--- src/rtl/fifo_ctrl_2p256d36.sv ---
// FWFT FIFO controller for an external 256x36 two-port RAM with a 2-entry output skid buffer.
// Optional registered almostFull flag: define FIFO_CTRL_ALMOST_FULL_EN.
module fifo_ctrl_2p256d36 #(
  parameter int DEPTH       = 256,
  parameter int ADDR_W      = 8,
  parameter int DATA_W      = 36,
  parameter int AFULL_LEVEL = 240
) (
  input  logic              clockCore,
  input  logic              resetCoreN,
  input  logic              flush,
  input  logic              pushValid,
  output logic              pushReady,
  input  logic [DATA_W-1:0] pushData,
  output logic              popValid,
  input  logic              popReady,
  output logic [DATA_W-1:0] popData,
  output logic              almostFull,
  output logic [ADDR_W+1:0] usedWords,
  output logic              ramEnableWrite,
  output logic [ADDR_W-1:0] ramAddressWrite,
  output logic [DATA_W-1:0] ramWriteData,
  output logic              ramEnableRead,
  output logic [ADDR_W-1:0] ramAddressRead,
  input  logic [DATA_W-1:0] ramReadData
);

  localparam logic [ADDR_W:0] DEPTH_C = DEPTH[ADDR_W:0];

  logic [ADDR_W-1:0] wr_ptr_q, wr_ptr_d;
  logic [ADDR_W-1:0] rd_ptr_q, rd_ptr_d;
  logic [ADDR_W:0]   mem_count_q, mem_count_d;
  logic              in_flight_q, in_flight_d;
  logic [1:0]        buf_count_q, buf_count_d;
  logic [DATA_W-1:0] head_q, head_d;
  logic [DATA_W-1:0] tail_q, tail_d;

  logic       push_fire;
  logic       pop_fire;
  logic       read_issue;
  logic       capture;
  logic [2:0] buf_occ;

  assign pushReady = (mem_count_q != DEPTH_C);
  assign popValid  = (buf_count_q != 2'd0);
  assign popData   = head_q;
  assign push_fire = pushValid && pushReady && !flush;
  assign pop_fire  = popValid && popReady && !flush;

  // Occupancy of the skid buffer once the outstanding read lands; a pop this cycle frees a slot.
  assign buf_occ    = {1'b0, buf_count_q} + {2'b00, in_flight_q} - {2'b00, pop_fire};
  assign read_issue = (mem_count_q != '0) && (buf_occ < 3'd2) && !flush;
  assign capture    = in_flight_q && !flush;

  assign ramEnableWrite  = push_fire;
  assign ramAddressWrite = wr_ptr_q;
  assign ramWriteData    = pushData;
  assign ramEnableRead   = read_issue;
  assign ramAddressRead  = rd_ptr_q;

  assign usedWords = {1'b0, mem_count_q} + {{(ADDR_W+1){1'b0}}, in_flight_q}
                   + {{ADDR_W{1'b0}}, buf_count_q};

  always_comb begin
    wr_ptr_d    = wr_ptr_q + {{(ADDR_W-1){1'b0}}, push_fire};
    rd_ptr_d    = rd_ptr_q + {{(ADDR_W-1){1'b0}}, read_issue};
    in_flight_d = read_issue;
    mem_count_d = mem_count_q;
    case ({push_fire, read_issue})
      2'b10:   mem_count_d = mem_count_q + 1'b1;
      2'b01:   mem_count_d = mem_count_q - 1'b1;
      default: mem_count_d = mem_count_q;
    endcase
    if (flush) begin
      wr_ptr_d    = '0;
      rd_ptr_d    = '0;
      mem_count_d = '0;
    end
  end

  always_comb begin
    head_d      = head_q;
    tail_d      = tail_q;
    buf_count_d = buf_count_q;
    if (flush) begin
      buf_count_d = 2'd0;
    end else begin
      case ({capture, pop_fire})
        2'b10: begin
          if (buf_count_q == 2'd0) head_d = ramReadData;
          else                     tail_d = ramReadData;
          buf_count_d = buf_count_q + 2'd1;
        end
        2'b01: begin
          head_d      = tail_q;
          buf_count_d = buf_count_q - 2'd1;
        end
        2'b11: begin
          // Count stays; the landing word goes behind whatever remains after the pop.
          if (buf_count_q == 2'd1) begin
            head_d = ramReadData;
          end else begin
            head_d = tail_q;
            tail_d = ramReadData;
          end
        end
        default: ;
      endcase
    end
  end

  always_ff @(posedge clockCore or negedge resetCoreN) begin
    if (!resetCoreN) begin
      wr_ptr_q    <= '0;
      rd_ptr_q    <= '0;
      mem_count_q <= '0;
      in_flight_q <= 1'b0;
      buf_count_q <= 2'd0;
      head_q      <= '0;
      tail_q      <= '0;
    end else begin
      wr_ptr_q    <= wr_ptr_d;
      rd_ptr_q    <= rd_ptr_d;
      mem_count_q <= mem_count_d;
      in_flight_q <= in_flight_d;
      buf_count_q <= buf_count_d;
      head_q      <= head_d;
      tail_q      <= tail_d;
    end
  end

`ifdef FIFO_CTRL_ALMOST_FULL_EN
  localparam logic [ADDR_W:0] AFULL_C = AFULL_LEVEL[ADDR_W:0];
  logic almost_full_q;

  always_ff @(posedge clockCore or negedge resetCoreN) begin
    if (!resetCoreN) almost_full_q <= 1'b0;
    else             almost_full_q <= (mem_count_d >= AFULL_C);
  end

  assign almostFull = almost_full_q;
`else
  assign almostFull = 1'b0;
`endif

endmodule
--- config.mk ---
export PLATFORM = sky130hd
export DESIGN_NAME = fifo_ctrl_2p256d36
export DESIGN_NICKNAME = d
export VERILOG_FILES = /design/src/rtl/fifo_ctrl_2p256d36.sv
export SDC_FILE = /design/constraint.sdc
export NUM_CORES = 1
export LEC_CHECK = 0
export BUFFER_PORTS_ARGS = -buffer_cell sky130_fd_sc_hd__buf_2
export CORE_MARGIN = 2
export CORE_UTILIZATION = 45
export CTS_CLUSTER_DIAMETER = 80
export DETAILED_ROUTE_END_ITERATION = 12
export PLACE_DENSITY = 0.85
export SLEW_MARGIN = 10
export SYNTH_ARGS = -nofsm -noshare
export SYNTH_HDL_FRONTEND = slang
export SYNTH_SLANG_ARGS = --single-unit
--- constraint.sdc ---
create_clock -name clockCore -period 4.7 [get_ports clockCore]
set_clock_uncertainty 0.2 [all_clocks]
set_input_delay 1.41 -clock clockCore [delete_from_list [all_inputs] [get_ports clockCore]]
set_output_delay 1.41 -clock clockCore [all_outputs]
set_load 0.01 [all_outputs]
==> results.yml <==
floorplanning:
  die_w_um: 112
  start_util_pct: 46.0
  pin_count: 180
  dieArea_mm2: 0.0125
  rows: 39
  die_h_um: 112
  coreArea_mm2: 0.0114
setup_path:
  crit_required_ps: 3090
  crit_path_cell_trace: "buf_2 > nand2_4 > nor2_1 > nor2_1 > o21ai_2 > fa_2 > xor2_1 > nor3b_2 > o21a_1 > buf_2"
  ff2ff_path_depth: 20
  crit_slowest_cell: "fa_2"
  cp.arrival_ps: 2970
  r2r_setup_slack_ps: 370
  cp_max_fo: 3
  cpPeakStageDelay_ps: 340
  crit_type: "in -> out"
  worstReg2RegEnd: "mem_count_q[8]"
  crit_path_start_kind: "input pin"
  critPathCaptureType: "primary output"
  rr_startpoint: "buf_count_q[1]"
global_route:
  grt_use_total_pct: 17.6
  grt.overflow.total: 0
  antenna_found_initial: 1
  grt_pass1_vias: 3716
  grt_pass1_wl_um: 17700
  grt_start_max_net_pins: 53
logic_synthesis:
  synth_area_leader_cell: "dfrtp_1"
  synth_top_cell_area_share_pct: 47.8
  ys_seq_elements: 100
  syn_nets: 572
  synth_most_common_cell: "dfrtp_1"
  async_flop_share_pct: 100
  ys_top_cells_by_count: "100 x dfrtp_1, 64 x nor2_1, 43 x mux2_2"
  synth_simple_gate_area_share_pct: 9.81
  synth_xor_area_share_pct: 4.19
  syn_inst: 477
  synthFlopType: "dfrtp_1"
  synth_compound_area_share_pct: 7.97
  synth_top_family_by_area: "multiplexers"
  synth.distinct_cells: 44
  synth_fa_ha_area_share_pct: 4.88
  syn_avg_cell_area_um2: 11.0
  synthMuxAreaShare_pct: 16.9
  yosys-top-cells-area: "dfrtp_1 48%, mux2_2 9.3%, mux2i_1 7.5%"
  ys_warn_count: 0
  synth_edf_count: 0
  synth.yosys.seq_area_share_pct: 47.8
  netlist_area_mm2: 0.00523
sta:
  fmax_ghz: 0.218
  slew_headroom_pct: 57.8
  setup_tns_ps: 0
  slew_violations: 0
  tightest_slew_ps: 633
  setup_ws_ps: 122
  rsz0062_at_grt: "false"
  finalHoldViolCount: 0
  layout_min_cycle_time_ps: 4580
  setup-violations-final: 0
  period_share_pct: 97.4
placement:
  place_hpwl_um: 7740
  place_ws_ps: -95.9
  numPortBuffers: 106
  gp_congestion: 0.827
  placed_area_mm2: 0.00574
worst_hold_path:
  min_to: "tail_q[14]"
  hold_class: "reg -> reg"
  hold_depth: 1
  hold_start: "tail_q[14]"
clocking:
  clk_pin_slew_ps: 60
  clock-sinks: 100
  insertion_delay_ps: 340
  cts_made_buffers: 9
  cts-htree-levels: 3
  cts.root.buffer_cell: "clkbuf_16"
  cts_tree: "done"
  cts_max_path_buffers: 2
  hold_buffers: 0
status:
  status: "complete, no violations"
finish:
  stdcell_area_mm2: 0.00603
  antenna_cells: 0
  nets: 648
  area_growth_pct: 15.4
  post-route-util_pct: 53.1
  layout-drive-gt1-share_pct: 34.6
pwr:
  power.density_mw_per_mm2: 636
  p_leak_nw: 3.08
  ir_worst_vdd_uv: 309
  power.total_w: 0.00384
drt:
  wl_um: 10700
  first_pass_iters: 4
  drt-vias-per-instance: 5.30
  drt_iter0_markers: 172
  vias: 3709
  drc: 0
  antenna_left: 0
  wire_per_inst_um: 15.3
flow_run:
  cap_violations: 0
where the power goes:
part | internal (W) | switching, W | leakage, nW
registers | 0.00121 | 0.000238 | 1.22
logic | 0.000822 | 0.000868 | 1.73
clock network | 0.000386 | 0.000310 | 0.135
kinds of logic (layout without fill, tap and decap cells):
kind of cell               count (synthesis)  count (layout)
buffers and inverters                     67             147
other                                      1               1
muxes                                     83              83
AOI/OAI and AO/OA                         69              69
adders and majority gates                 18              18
DFF                                      100             100
xor gates and xnor gates                  25              25
and+or+nand+nor                          114             114
how the worst max path moves through the flow:
stage / startpoint / end / slack, ps / cells past startpoint
6_report: popReady / ramEnableRead / 120 / 10
5_1_grt: popReady / ramEnableRead / 20 / 10
4_1_cts: popReady / ramEnableRead / 40 / 10
3_5_place_dp: popReady / mem_count_q[8] / -100 / 18
3_3_place_gp: popReady / ramEnableRead / 60 / 10
2_1_floorplan: popReady / mem_count_q[6] / 7 / 16
critical path: cells and delay by family:
family	cells	cell delay [ps]
AO/OA/AOI/OAI	2	270
XOR/XNOR	1	180
adder cells (fa/ha/maj)	1	340
buffers and inverters	2	250
AND/OR/NAND/NOR	4	510
per-stage QoR:
step | hold slack, ps | std cells
after floorplan | 264 | 477
after global placement | 276 | 684
after detailed placement | 292 | 684
after CTS | 307 | 700
after global routing | 312 | 700
final | 304 | 700
cells in the final DEF, fill, tap and decap left out, drive strengths merged, types with 2 or more instances in the layout:
cell type and count:
nor2b 5, inv 11, fa 4, nand2 15, a211oi 5, mux2i 39, clkbuf 12, o21bai 3
a21oi 42, xor2 12, nor2 64, a31oi 2, nor4 2, xnor2 13, o21a 3, nand3 13
and3 6, dfrtp 100, ha 14, mux2 44, o21ai 5, a21o 4, buf 122, nor3 3
area by class of cell:
class / count / area [um2]
Clock inverter: 3 / 21.3
Tap cell: 143 / 179
Fill cell: 957 / 5340
Timing Repair Buffer: 122 / 666
Inverter: 10 / 37.5
Clock buffer: 12 / 256
Sequential cell: 100 / 2500
Multi-Input combinational cell: 310 / 2370
sequential cells by signal, indices dropped and copies added (netlist names):
name / flops
in_flight_q: 1
tail_q: 36
buf_count_q: 2
ramAddressWrite: 8
popData: 36
mem_count_q: 9
ramAddressRead: 8
routing by layer:
layer	vias to the layer above	GRT usage [%]	routed length, um	part of all wire (%)
met4	2	9.71	409	3.8
li1	1754	-	-	-
met5	-	0	13	0.12
met1	1817	20.6	4440	41
met3	45	4.57	554	5.2
met2	91	29.5	5320	50
repair_timing:
item	4_1_cts	5_1_grt
setup buffers	1	0
pin swaps	0	3
setup endpoints to repair	1	4
gates resized for setup	0	2
Note: power is estimated with default switching activity, not from simulation.
